`src/rtl/regfile_ctrl_pkg.sv`:
```
// Shared constants and types for the register-file writeback controller.
package regfile_ctrl_pkg;

    localparam int N     = 32;
    localparam int DEPTH = 32;
    localparam int AW    = 5;

    localparam int REQ_ALU = 0;
    localparam int REQ_LSU = 1;

    typedef struct packed {
        logic [AW-1:0] rd;
        logic [N-1:0]  data;
    } wb_req_t;

    function automatic logic [DEPTH-1:0] rd_onehot(input logic [AW-1:0] rd);
        rd_onehot     = '0;
        rd_onehot[rd] = 1'b1;
    endfunction

endpackage

```
`src/rtl/regfile_wb_arbiter_if.sv`:
```
// Writeback request channel: valid/ready handshake carrying rd and data.
interface regfile_wb_arbiter_if;
    import regfile_ctrl_pkg::*;

    logic    valid;
    logic    ready;
    wb_req_t req;

    modport master (output valid, output req, input ready);
    modport slave  (input valid, input req, output ready);

endinterface

```
`src/rtl/regfile_wb_arbiter_rr_arb2.sv`:
```
// Two-way round-robin arbiter; pointer names the preferred requester.
module rr_arb2
    import regfile_ctrl_pkg::*;
(
    input  logic       clk,
    input  logic       rst,
    input  logic [1:0] req,
    output logic [1:0] gnt
);

    logic ptr;

    always_comb begin
        gnt = 2'b00;
        unique case (1'b1)
            (req == 2'b11): gnt[ptr] = 1'b1;
            (req == 2'b01): gnt[0]   = 1'b1;
            (req == 2'b10): gnt[1]   = 1'b1;
            default:        gnt      = 2'b00;
        endcase
    end

    // After an ALU grant the LSU becomes preferred, and vice versa.
    always_ff @(posedge clk) begin
        if (rst) begin
            ptr <= 1'(REQ_ALU);
        end else if (|gnt) begin
            ptr <= gnt[REQ_ALU];
        end
    end

endmodule

```
`src/rtl/regfile_wb_arbiter.sv`:
```
// Writeback port arbiter and pending-write scoreboard for the register file.
// Define WB_BYPASS_EN to add the combinational read-forwarding ports.
module regfile_wb_arbiter
    import regfile_ctrl_pkg::*;
(
    input  logic             clk,
    input  logic             rst,
    input  logic             issue_valid,
    input  logic [AW-1:0]    issue_rd,
    output logic             issue_ready,
    regfile_wb_arbiter_if.slave alu,
    regfile_wb_arbiter_if.slave lsu,
    output logic             wr_en,
    output logic [AW-1:0]    wr_rd,
    output logic [N-1:0]     wr_data,
    output logic [DEPTH-1:0] busy
`ifdef WB_BYPASS_EN
    ,
    input  logic [AW-1:0]    rs1,
    input  logic [AW-1:0]    rs2,
    input  logic [N-1:0]     rdata1_in,
    input  logic [N-1:0]     rdata2_in,
    output logic [N-1:0]     fwd1,
    output logic [N-1:0]     fwd2
`endif
);

    logic [1:0]       req;
    logic [1:0]       gnt;
    wb_req_t          win;
    logic [DEPTH-1:0] set_vec;
    logic [DEPTH-1:0] clr_vec;

    assign req = {lsu.valid, alu.valid} & {2{~rst}};

    rr_arb2 u_arb (
        .clk (clk),
        .rst (rst),
        .req (req),
        .gnt (gnt)
    );

    assign alu.ready = gnt[REQ_ALU];
    assign lsu.ready = gnt[REQ_LSU];
    assign win       = gnt[REQ_LSU] ? lsu.req : alu.req;

    assign issue_ready = ~rst & ~(busy[issue_rd] & (issue_rd != '0));

    assign set_vec = (issue_valid && issue_ready && issue_rd != '0)
                   ? rd_onehot(issue_rd) : '0;
    assign clr_vec = wr_en ? rd_onehot(wr_rd) : '0;

    // OR-ing the set after the clear lets a same-cycle issue win.
    always_ff @(posedge clk) begin
        if (rst) begin
            wr_en   <= 1'b0;
            wr_rd   <= '0;
            wr_data <= '0;
            busy    <= '0;
        end else begin
            wr_en <= (|gnt) && (win.rd != '0);
            if (|gnt) begin
                wr_rd   <= win.rd;
                wr_data <= win.data;
            end
            busy <= ((busy & ~clr_vec) | set_vec) & ~DEPTH'(1);
        end
    end

`ifdef WB_BYPASS_EN
    assign fwd1 = (wr_en && wr_rd == rs1 && rs1 != '0) ? wr_data : rdata1_in;
    assign fwd2 = (wr_en && wr_rd == rs2 && rs2 != '0) ? wr_data : rdata2_in;
`endif

endmodule

```
`src/flat_wrapper.sv`:
```
// flat-port wrapper written by rule: the top's interface ports become plain ports
module regfile_wb_arbiter_flat import regfile_ctrl_pkg::*;
  (clk, rst, issue_valid, issue_rd, issue_ready, wr_en, wr_rd, wr_data, busy, alu_valid, alu_req, alu_ready, lsu_valid, lsu_req, lsu_ready);
  regfile_wb_arbiter_if alu_i ();
  regfile_wb_arbiter_if lsu_i ();
  input  logic clk;
  input  logic rst;
  input  logic issue_valid;
  input  logic [AW-1:0] issue_rd;
  output logic issue_ready;
  output logic wr_en;
  output logic [AW-1:0] wr_rd;
  output logic [N-1:0] wr_data;
  output logic [DEPTH-1:0] busy;
  input wire logic [$bits(alu_i.valid)-1:0] alu_valid;
  input wire logic [$bits(alu_i.req)-1:0] alu_req;
  output wire logic [$bits(alu_i.ready)-1:0] alu_ready;
  input wire logic [$bits(lsu_i.valid)-1:0] lsu_valid;
  input wire logic [$bits(lsu_i.req)-1:0] lsu_req;
  output wire logic [$bits(lsu_i.ready)-1:0] lsu_ready;
  assign alu_i.valid = alu_valid;
  assign alu_i.req = alu_req;
  assign alu_ready = alu_i.ready;
  assign lsu_i.valid = lsu_valid;
  assign lsu_i.req = lsu_req;
  assign lsu_ready = lsu_i.ready;
  regfile_wb_arbiter u_core (.clk(clk), .rst(rst), .issue_valid(issue_valid), .issue_rd(issue_rd), .issue_ready(issue_ready), .alu(alu_i), .lsu(lsu_i), .wr_en(wr_en), .wr_rd(wr_rd), .wr_data(wr_data), .busy(busy));
endmodule
```
`config.mk`:
```
export PLATFORM = sky130hd
export DESIGN_NAME = regfile_wb_arbiter_flat
export DESIGN_NICKNAME = d
export VERILOG_FILES = /design/src/rtl/regfile_ctrl_pkg.sv /design/src/rtl/regfile_wb_arbiter_if.sv /design/src/rtl/regfile_wb_arbiter_rr_arb2.sv /design/src/rtl/regfile_wb_arbiter.sv /design/src/flat_wrapper.sv
export SDC_FILE = /design/constraint.sdc
export NUM_CORES = 1
export LEC_CHECK = 0
export BUFFER_PORTS_ARGS = -buffer_cell sky130_fd_sc_hd__buf_4
export CAP_MARGIN = 20
export CORE_MARGIN = 2
export CORE_UTILIZATION = 51
export DETAILED_ROUTE_END_ITERATION = 8
export HOLD_SLACK_MARGIN = 0.06
export PLACE_DENSITY_LB_ADDON = 0.1
export SLEW_MARGIN = 30
export SYNTH_ARGS = -nofsm -noshare
export SYNTH_HDL_FRONTEND = slang
export SYNTH_SLANG_ARGS = --single-unit
```
`constraint.sdc`:
```
create_clock -name clk -period 3.9 [get_ports clk]
set_input_delay 0.585 -clock clk [delete_from_list [all_inputs] [get_ports clk]]
set_output_delay 0.585 -clock clk [all_outputs]
set_load 0.03 [all_outputs]
```
==> reports/metrics.yaml, run 1 <==
final_layout:
  seqCellArea_um2: 1400
  nets: 612
  area_growth_pct: 38.3
  fin_area_um2: 4900
  fillers: 540
  drive_gt1_share_pct: 35.3
  multi_input_area_um2: 1990
  diodes: 0
power_and_ir_drop:
  seqPwrFrac_pct: 44.8
  ir_drop_mv: 0.228
  combPwrFrac_pct: 20.8
  p_sw_w: 0.000505
  switching_share_pct: 28.9
  pwr-share-clk_pct: 34.4
  powerDensity_nw_per_um2: 357
  p_int_w: 0.00124
  leakage_nw: 2.28
clock_network:
  clk_pin_slew_ns: 0.07
  numCtsBuffers: 9
  cts-hold-fix-buffers: 0
  post_cts_resized: 0
  cts_root_buf: "clkbuf_8"
  cts.sinks: 70
  ctsHtreeMaxLevel: 3
  cts_setup_buffers: 0
  worstSkewPairLatency_ns: 0.33
  cts_tree: "built"
  clk_path_buf_depth: 2
yosys:
  syn_nets: 476
  syn_inst: 392
  synth_edf_count: 0
  synth-xor-area-share_pct: 0
  syn_avg_cell_area_um2: 9.04
  synth-simple-area-share_pct: 22.3
  yosysWarnings: 0
  muxShareOfSynthArea_pct: 15.0
  synth_ff_type: "dfxtp_1"
  yosysSeqAreaShare_pct: 39.6
  synth_commonest_cells: "dfxtp_1 (70), mux2i_1 (44), nor2_1 (42)"
  syn_area_um2: 3540
  synth-compound-area-share_pct: 18.5
  synth_fa_ha_area_share_pct: 0
  yosysMostFrequentCell: "dfxtp_1"
  ys_ff_latch: 70
  synth.distinct_cells: 45
  yosysTopAreaCell: "dfxtp_1"
  synthArstFlopShare_pct: 0
  synth_top_family_by_area: "simple AND/OR/NAND/NOR gates"
  synth_top_area_share_pct: 39.6
  synth_area_leaders: "dfxtp_1 (40%), mux2i_1 (12%), a211oi_1 (8.1%)"
drt:
  ant_nets: 0
  viasPerCell: 5.68
  drc: 0
  drt_iter0_drc: 253
  drtPass1Iterations: 6
  wl_per_cell_um: 16.4
  wirelength_um: 10000
  dr_total_vias: 3484
die:
  fp.dieArea_um2: 7630
  pin_count: 157
  die_h_um: 87.3
  row_count: 30
  fp.dieW_um: 87.3
  coreArea_um2: 6760
  floorplan.initialDensity_pct: 52.4
sta:
  worst_clock_skew_ns: 0.00650
  finalSetupViolCount: 0
  achievable-frequency_mhz: 357
  finalSetupTns_ns: 0
  rsz0062_at_grt: "no"
  timing.final.crit_period_ns: 2.80
  hold_viol: 0
  period_share_pct: 71.8
  worst_pin_slew_ns: 0.729
  slew_viol_final: 0
  slew_headroom_pct: 51.4
  whs_ns: 0.479
worst_setup_path:
  cpPeakStageDelay_ns: 0.56
  rr_worst_depth: 3
  crit_fanout: 19
  startpoint_type: "primary input"
  cp.arrival_ns: 2.21
  critical_path_buf_inv_count: 2
  cp_common_cell: "buf_4"
  crit_path_end_kind: "primary output"
  r2r_slack_ns: 2.31
  r2r_start: "u_core.busy[7]"
  path_cells: "buf_4 -> mux2i_1 -> nor4b_1 -> o41a_1 -> nor4b_2 -> buf_4"
  slowest_stage: "o41a_1"
  cp_top_family: "compound AO/OA/AOI/OAI gates"
  critPathKind: "in2out"
  cp.required_ns: 3.31
  r2r_end: "u_core.busy[7]"
status:
  status: "complete, no violations"
placement:
  gp_congestion: 0.906
  hpwl_um: 7420
  portBuffers: 155
  placed_area_um2: 4690
global_route:
  grt_max_degree: 76
  gr-total-overflow: 0
  grt_pass1_vias: 3244
  grt_usage_pct: 26.1
  grt_pass1_wl_um: 15600
  antenna_found_initial: 0
min_path:
  whs_endpoint: "u_core.u_arb.ptr"
  min-delay-start: "alu_valid"
  hold_path_depth: 2
  hold_path.class: "in2reg"
job:
  maxCapViolations: 0
[logic make-up after synthesis]
group / Yosys count
AO/OA/AOI/OAI: 98
buffers and inverters: 36
flip-flops: 70
multiplexers: 48
other: 1
AND/OR/NAND/NOR: 139
[cell type report]
class	count	share of cell area (%)
Clock buffer	11	3.09
Clock inverter	5	1.17
Inverter	2	0.153
Multi-Input combinational cell	286	40.6
Sequential cell	70	28.6
Tap cell	80	2.04
Timing Repair Buffer	159	24.4
[flip-flops by register name (all words and copies together) (netlist names)]
signal / cells
u_core.busy: 31
u_core.u_arb.ptr: 1
u_core.wr_data: 32
u_core.wr_en: 1
u_core.wr_rd: 5
[stage by stage]
stage                     total power (W)  cells  setup WS (ns)  utilization [%]
after global placement            0.00115    597           1.13             69.4
after CTS                         0.00176    613           1.10             72.5
after global routing              0.00183    613           1.01             72.5
final                             0.00175    613           1.10             72.5
after floorplan                   0.00101    392           1.12                -
after detailed placement          0.00116    597           1.11             69.4
[how the worst max path moves through the flow]
stage                            from     endpoint  slack (ns)  cells past startpoint
final                     issue_rd[0]  issue_ready        1.10                      6
after global routing      issue_rd[0]  issue_ready        1.01                      6
after CTS                 issue_rd[0]  issue_ready        1.10                      6
after detailed placement  issue_rd[0]  issue_ready        1.11                      6
after global placement    issue_rd[0]  issue_ready        1.13                      6
after floorplan           issue_rd[0]  issue_ready        1.12                      6
[power by group through the flow]
stage / sequential (W) / combinational [W] / clock (W)
floorplan: 0.000857 / 0.000150 / 0
global placement: 0.000796 / 0.000359 / 0
detailed placement: 0.000797 / 0.000364 / 0
CTS: 0.000782 / 0.000365 / 0.000612
global route: 0.000787 / 0.000390 / 0.000649
finish: 0.000782 / 0.000364 / 0.000601
[cells in the final DEF, fill, tap and decap left out, types with 11 or more instances in the layout]
| master | count |
|---|---|
| buf_4 | 159 |
| dfxtp_1 | 70 |
| mux2i_1 | 44 |
| nor2_1 | 41 |
| a211oi_1 | 38 |
| o21ai_0 | 22 |
| nand2_1 | 18 |
| nand3b_1 | 17 |
| nor2b_1 | 16 |
| o21ai_1 | 12 |
| clkbuf_8 | 11 |
[routing by layer]
metal	GRT usage [%]	vias to the layer above	wire (µm)
li1	-	1712	-
met1	32.1	1585	3960
met2	42.9	169	5020
met3	7.11	18	889
met4	10.5	0	174
met5	0	-	0
Note: power is estimated with default switching activity, not from simulation.
==> run 2, diff against run 1 <==
--- a/config.mk
+++ b/config.mk
@@ -5,10 +5,11 @@
 export SDC_FILE = /design/constraint.sdc
 export NUM_CORES = 1
 export LEC_CHECK = 0
+export ABC_AREA = 1
 export BUFFER_PORTS_ARGS = -buffer_cell sky130_fd_sc_hd__buf_4
 export CAP_MARGIN = 20
 export CORE_MARGIN = 2
-export CORE_UTILIZATION = 51
+export CORE_UTILIZATION = 50
 export DETAILED_ROUTE_END_ITERATION = 8
 export HOLD_SLACK_MARGIN = 0.06
 export PLACE_DENSITY_LB_ADDON = 0.1
==> constraint.sdc (replaced) <==
create_clock -name clk -period 2.8 [get_ports clk]
set_input_delay 0.42 -clock clk [delete_from_list [all_inputs] [get_ports clk]]
set_output_delay 0.42 -clock clk [all_outputs]
set_load 0.03 [all_outputs]
==> reports/metrics.yaml, run 2 <==
job:
  maxCapViolations: 0  # unchanged
drt:
  viasPerCell: 4.94  # was 5.68
  drc: 0  # unchanged
  drt_iter0_drc: 142  # was 253
  wl_per_cell_um: 13.2  # was 16.4 µm
  wirelength_um: 11600  # was 10000 µm
  dr_total_vias: 4324  # was 3484
  ant_nets: 0  # unchanged
  drtPass1Iterations: 8  # was 6
clock_network:
  cts_setup_buffers: 0  # unchanged
  clk_pin_slew_ns: 0.07  # about the same
  numCtsBuffers: 9  # unchanged
  clk_path_buf_depth: 2  # unchanged
  cts-hold-fix-buffers: 0  # unchanged
  cts_tree: "built"  # unchanged
  ctsHtreeMaxLevel: 3  # unchanged
  post_cts_resized: 0  # unchanged
  cts_root_buf: "clkbuf_8"  # unchanged
  cts.sinks: 70  # unchanged
  worstSkewPairLatency_ns: 0.35  # was 0.33 ns
status:
  status: "complete, no violations"  # unchanged
sta:
  finalSetupViolCount: 0  # unchanged
  timing.final.crit_period_ns: 2.22
  rsz0062_at_grt: "no"  # unchanged
  finalSetupTns_ns: 0  # unchanged
  period_share_pct: 79.4
  slew_headroom_pct: 48.2  # was 51.4%
  achievable-frequency_mhz: 450
  worst_pin_slew_ns: 0.777  # was 0.729 ns
  slew_viol_final: 0  # unchanged
  hold_viol: 0  # unchanged
  worst_clock_skew_ns: 0.0110  # was 0.00650 ns
yosys:
  yosysTopAreaCell: "dfxtp_1"  # unchanged
  synthArstFlopShare_pct: 0  # unchanged
  synth_top_area_share_pct: 34.1  # was 39.6%
  synth.distinct_cells: 22  # was 45
  syn_area_um2: 4110  # was 3540 µm²
  synth_area_leaders: "dfxtp_1 (34%), nand2_1 (17%), o21ai_0 (8.4%)"  # was dfxtp_1 (40%), mux2i_1 (12%), a211oi_1 (8.1%)
  ys_ff_latch: 70  # unchanged
  syn_inst: 626  # was 392
  synth_commonest_cells: "nand2_1 (190), inv_1 (91), dfxtp_1 (70)"  # was dfxtp_1 (70), mux2i_1 (44), nor2_1 (42)
  yosysSeqAreaShare_pct: 34.1  # was 39.6%
  yosysMostFrequentCell: "nand2_1"  # was dfxtp_1
  synth_edf_count: 0  # unchanged
  yosysWarnings: 0  # unchanged
  syn_nets: 710  # was 476
  synth_ff_type: "dfxtp_1"  # unchanged
  syn_avg_cell_area_um2: 6.56  # was 9.04 µm²
final_layout:
  largest_register_ffs: 32  # unchanged
  largestRegisters: "u_core.wr_data: 32 flops, u_core.busy: 31 flops, u_core.wr_rd: 5 flops"  # unchanged
  post-route-util_pct: 67.6  # was 72.5%
  nets: 849  # was 612
  largest-register: "u_core.wr_data"  # unchanged
  drive_gt1_share_pct: 31.9  # was 35.3%
  diodes: 0  # unchanged
  final_common_cell: "nand2_1"  # was buf_4
  final_cell_mix: "nand2_1 (190), buf_4 (162), inv_1 (91), dfxtp_1 (70), o21ai_0 (69)"  # was buf_4 (159), dfxtp_1 (70), mux2i_1 (44), nor2_1 (41), a211oi_1 (38)
  area_growth_pct: 33.2  # was 38.3%
power_and_ir_drop:
  powerDensity_nw_per_um2: 479  # was 357 nW/µm²
  leakage_nw: 2.75  # was 2.28 nW
  ir_drop_mv: 0.360  # was 0.228 mV
worst_setup_path:
  cp_top_family: "simple AND/OR/NAND/NOR gates"  # was compound AO/OA/AOI/OAI gates
  startpoint_type: "primary input"  # unchanged
  cpPeakStageDelay_ns: 0.28  # was 0.56 ns
  critPathKind: "in2out"  # unchanged
  cp_common_cell: "nand2_1"  # was buf_4
  critical_path_buf_inv_count: 3  # was 2
  crit_path_end_kind: "primary output"  # unchanged
  cp.arrival_ns: 1.80  # was 2.21 ns
  cp.required_ns: 2.38  # was 3.31 ns
  path_cells: "buf_4 -> inv_6 -> nand2_1 -> nand2_1 -> nand2_1 -> nand2_1 -> nand2_1 -> nand2_1 -> nor2_2 -> nand2_2 -> nor2_8 -> buf_4"  # was buf_4 -> mux2i_1 -> nor4b_1 -> o41a_1 -> nor4b_2 -> buf_4
  slowest_stage: "nor2_8"  # was o41a_1
  crit_fanout: 18  # was 19
die:
  floorplan.initialDensity_pct: 50.8  # was 52.4%
  fp.dieW_um: 94.6  # was 87.3 µm
  die_h_um: 94.6  # was 87.3 µm
  fp.dieArea_um2: 8960  # was 7630 µm²
  row_count: 33  # was 30
  pin_count: 157  # unchanged
  coreArea_um2: 8090  # was 6760 µm²
global_route:
  grt_pass1_wl_um: 18700  # was 15600 µm
  grt_pass1_vias: 4019  # was 3244
  antenna_found_initial: 0  # unchanged
  grt_usage_pct: 26.2  # was 26.1%
  grt_max_degree: 58  # was 76
  gr-total-overflow: 0  # unchanged
min_path:
  hold_path.class: "in2reg"  # unchanged
placement:
  hpwl_um: 8630  # was 7420 µm
  portBuffers: 155  # unchanged
  gp_congestion: 0.968  # was 0.906
==> run 2: cell types whose count changed after synthesis, moves of 16 or more <==
cell | before | now
a211oi_1 | 38 | 0
a21oi_1 | 8 | 40
a21oi_2 | 0 | 29
inv_1 | 2 | 91
mux2i_1 | 44 | 0
nand2_1 | 18 | 190
nand3_2 | 0 | 29
nand3b_1 | 17 | 0
nor2b_1 | 16 | 0
o21ai_0 | 22 | 69
==> run 2: final timing paths <==
check,from,endpoint,slack [ns],cells past startpoint
worst min-delay path,lsu_valid,u_core.u_arb.ptr,0.35,4
worst max-delay path,issue_rd[0],issue_ready,0.58,12
worst min register to register,u_core.busy[18],u_core.busy[18],0.52,2
worst max register to register,u_core.busy[12],u_core.busy[25],0.96,12
==> run 2: logic make-up after synthesis <==
| logic type | after synthesis | share of synthesized area [%] |
|---|---|---|
| flip-flops | 70 | 34.1 |
| buffers and inverters | 127 | 13.9 |
| AO/OA/AOI/OAI | 138 | 19.5 |
| AND/OR/NAND/NOR | 290 | 32.5 |
| other | 1 | 0.0913 |
==> run 2: worst min-delay path, cell delays in order <==
cell	delay (ns)
buf_4	0.08
nand2_1	0.05
inv_1	0.06
nor3_1	0.04
==> run 2: where the power goes <==
| part | switching [W] | internal, W |
|---|---|---|
| logic | 0.000380 | 0.000227 |
| clock network | 0.000403 | 0.000523 |
| registers | 0.0000377 | 0.00105 |
| total | 0.000821 | 0.00180 |
==> run 2: final cells by class <==
cell class | instances | area [µm²]
Multi-Input combinational cell | 429 | 2150
Inverter | 93 | 354
Clock buffer | 10 | 138
Timing Repair Buffer | 162 | 1220
Sequential cell | 70 | 1400
Fill cell | 760 | 2620
Tap cell | 105 | 131
Clock inverter | 6 | 85.1
==> run 2: per-layer routing <==
metal | share of wire (%) | GRT usage [%] | wire, µm
met5 | 0 | 0 | 0
met2 | 48 | 44.4 | 5550
met3 | 7.5 | 6.62 | 864
met1 | 42 | 31.8 | 4900
met4 | 2.4 | 10.4 | 276
==> run 2: per-stage QoR <==
stage	hold WS [ns]	worst slack [ns]	cell area (µm²)	std cells	total power (W)
after floorplan	0.486	0.633	4110	626	0.00148
after global placement	0.499	0.624	5250	859	0.00170
after detailed placement	0.516	0.581	5250	859	0.00172
after CTS	0.347	0.587	5470	875	0.00263
after global routing	0.379	0.441	5470	875	0.00274
final	0.353	0.576	5470	875	0.00262
==> run 3, diff against run 2 <==
--- a/config.mk
+++ b/config.mk
@@ -5,11 +5,11 @@
 export SDC_FILE = /design/constraint.sdc
 export NUM_CORES = 1
 export LEC_CHECK = 0
-export ABC_AREA = 1
+export ABC_AREA = 0
 export BUFFER_PORTS_ARGS = -buffer_cell sky130_fd_sc_hd__buf_4
 export CAP_MARGIN = 20
 export CORE_MARGIN = 2
-export CORE_UTILIZATION = 50
+export CORE_UTILIZATION = 47
 export DETAILED_ROUTE_END_ITERATION = 8
 export HOLD_SLACK_MARGIN = 0.06
 export PLACE_DENSITY_LB_ADDON = 0.1
==> constraint.sdc (replaced) <==
create_clock -name clk -period 2.32 [get_ports clk]
set_input_delay 0.348 -clock clk [delete_from_list [all_inputs] [get_ports clk]]
set_output_delay 0.348 -clock clk [all_outputs]
set_load 0.03 [all_outputs]
==> reports/metrics.yaml, run 3 (same netlist as run 1, synthesis figures left out) <==
sta:
  worst_pin_slew_ns: 0.708  # was 0.777 ns
  slew_headroom_pct: 52.7  # was 48.2%
  slew_viol_final: 0  # unchanged
  hold_viol: 0  # unchanged
  finalSetupTns_ns: 0  # unchanged
  worst_clock_skew_ns: 0.0103  # was 0.0110 ns
  finalSetupViolCount: 0  # unchanged
  achievable-frequency_mhz: 456
  timing.final.crit_period_ns: 2.19
  rsz0062_at_grt: "no"  # unchanged
  period_share_pct: 94.4
final_layout:
  area_growth_pct: 40.5  # was 33.2%
  post-route-util_pct: 68.2  # was 67.6%
  drive_gt1_share_pct: 35.5  # was 31.9%
  largest_register_ffs: 32  # unchanged
  final_cell_mix: "buf_4 (159), dfxtp_1 (70), mux2i_1 (44), nor2_1 (41), a211oi_1 (38)"  # was nand2_1 (190), buf_4 (162), inv_1 (91), dfxtp_1 (70), o21ai_0 (69)
  largestRegisters: "u_core.wr_data: 32 flops, u_core.busy: 31 flops, u_core.wr_rd: 5 flops"  # unchanged
  largest-register: "u_core.wr_data"  # unchanged
  diodes: 0  # unchanged
  nets: 614  # was 849
  final_common_cell: "buf_4"  # was nand2_1
clock_network:
  cts-hold-fix-buffers: 0  # unchanged
  cts_tree: "built"  # unchanged
  numCtsBuffers: 9  # unchanged
  cts.sinks: 70  # unchanged
  worstSkewPairLatency_ns: 0.35  # about the same
  cts_root_buf: "clkbuf_8"  # unchanged
  cts_setup_buffers: 0  # unchanged
  clk_pin_slew_ns: 0.08  # was 0.07 ns
  post_cts_resized: 0  # unchanged
  clk_path_buf_depth: 2  # unchanged
  ctsHtreeMaxLevel: 3  # unchanged
die:
  fp.dieArea_um2: 8250  # was 8960 µm²
  floorplan.initialDensity_pct: 48.6  # was 50.8%
  pin_count: 157  # unchanged
  fp.dieW_um: 90.8  # was 94.6 µm
  row_count: 31  # was 33
  die_h_um: 90.8  # was 94.6 µm
  coreArea_um2: 7290  # was 8090 µm²
worst_setup_path:
  r2r_end: "u_core.busy[18]"  # was u_core.busy[25]
  cp.required_ns: 1.97  # was 2.38 ns
  rr_worst_depth: 4  # was 12
  cp.arrival_ns: 1.84  # was 1.80 ns
  r2r_start: "u_core.wr_rd[4]"  # was u_core.busy[12]
  crit_path_end_kind: "primary output"  # unchanged
  critical_path_buf_inv_count: 1  # was 3
  critPathLaunch: "u_core.busy[21]"  # was issue_rd[0]
  slowest_stage: "o41a_1"  # was nor2_8
  startpoint_type: "flip-flop"  # was primary input
  cpPeakStageDelay_ns: 0.46  # was 0.28 ns
  r2r_slack_ns: 0.70  # was 0.96 ns
  critPathKind: "reg2out"  # was in2out
  cp_top_family: "compound AO/OA/AOI/OAI gates"  # was simple AND/OR/NAND/NOR gates
  crit_fanout: 3  # was 18
  path_cells: "mux2i_1 -> nor4b_1 -> o41a_1 -> nor4b_2 -> buf_4"  # was buf_4 -> inv_6 -> nand2_1 -> nand2_1 -> nand2_1 -> nand2_1 -> nand2_1 -> nand2_1 -> nor2_2 -> nand2_2 -> nor2_8 -> buf_4
  worst-path-stages: 5  # was 12
  crit_end: "issue_ready"  # unchanged
global_route:
  grt_usage_pct: 24.6  # was 26.2%
  grt_pass1_wl_um: 16400  # was 18700 µm
  grt_max_degree: 43  # was 58
  gr-total-overflow: 0  # unchanged
  grt_pass1_vias: 3353  # was 4019
  antenna_found_initial: 0  # unchanged
power_and_ir_drop:
  ir_drop_mv: 0.350  # was 0.360 mV
  leakage_nw: 2.31  # was 2.75 nW
  powerDensity_nw_per_um2: 607  # was 479 nW/µm²
drt:
  wirelength_um: 10100  # was 11600 µm
  viasPerCell: 5.46  # was 4.94
  drt_iter0_drc: 226  # was 142
  dr_total_vias: 3464  # was 4324
  drtPass1Iterations: 4  # was 8
  ant_nets: 0  # unchanged
  drc: 0  # unchanged
  wl_per_cell_um: 15.9  # was 13.2 µm
placement:
  gp_congestion: 0.947  # was 0.968
  portBuffers: 155  # unchanged
  hpwl_um: 7620  # was 8630 µm
job:
  maxCapViolations: 0  # unchanged
status:
  status: "complete, no violations"  # unchanged
min_path:
  hold_path.class: "in2reg"  # unchanged
==> run 3: layout make-up <==
type                    instances  area [µm²]
fillers                       630        2320
clock inverters                 6        85.1
clock buffers                  10         138
flip-flops and latches         70        1400
well taps                      99         124
repair buffers                161        1230
inverters                       2        7.51
multi-input cells             286        1990
==> run 3: stage by stage <==
step	area [µm²]	std cells	setup WS [ns]	power (W)	hold slack, ns
2_1_floorplan	3540	392	0.0145	0.00169	0.454
3_3_place_gp	4750	618	0.161	0.00195	0.463
3_5_place_dp	4750	618	0.132	0.00196	0.477
4_1_cts	4980	634	0.113	0.00304	0.217
5_1_grt	4980	634	0.0293	0.00315	0.223
6_report	4980	634	0.129	0.00302	0.226
==> run 3: report_power, final <==
part	total, W	internal, W	switching (W)
Sequential	0.00131	0.00126	0.0000485
Clock	0.00108	0.000630	0.000453
Combinational	0.000625	0.000279	0.000346
==> run 3: worst min-delay path by stage <==
stage                startpoint                to  cells past startpoint
4_1_cts               alu_valid  u_core.u_arb.ptr                      2
3_5_place_dp   u_core.u_arb.ptr  u_core.u_arb.ptr                      1
3_3_place_gp   u_core.u_arb.ptr  u_core.u_arb.ptr                      1
2_1_floorplan  u_core.u_arb.ptr  u_core.u_arb.ptr                      1
6_report              alu_valid  u_core.u_arb.ptr                      2
5_1_grt               alu_valid  u_core.u_arb.ptr                      2
==> run 3: metal layers <==
metal  vias to the layer above  track usage (%)  share of wire [%]
li1                       1720                -                  -
met1                      1574             30.6                 41
met2                       159             41.6                 50
met3                        11             7.43                8.7
met4                         0             6.31               0.98
met5                         -                0                  0
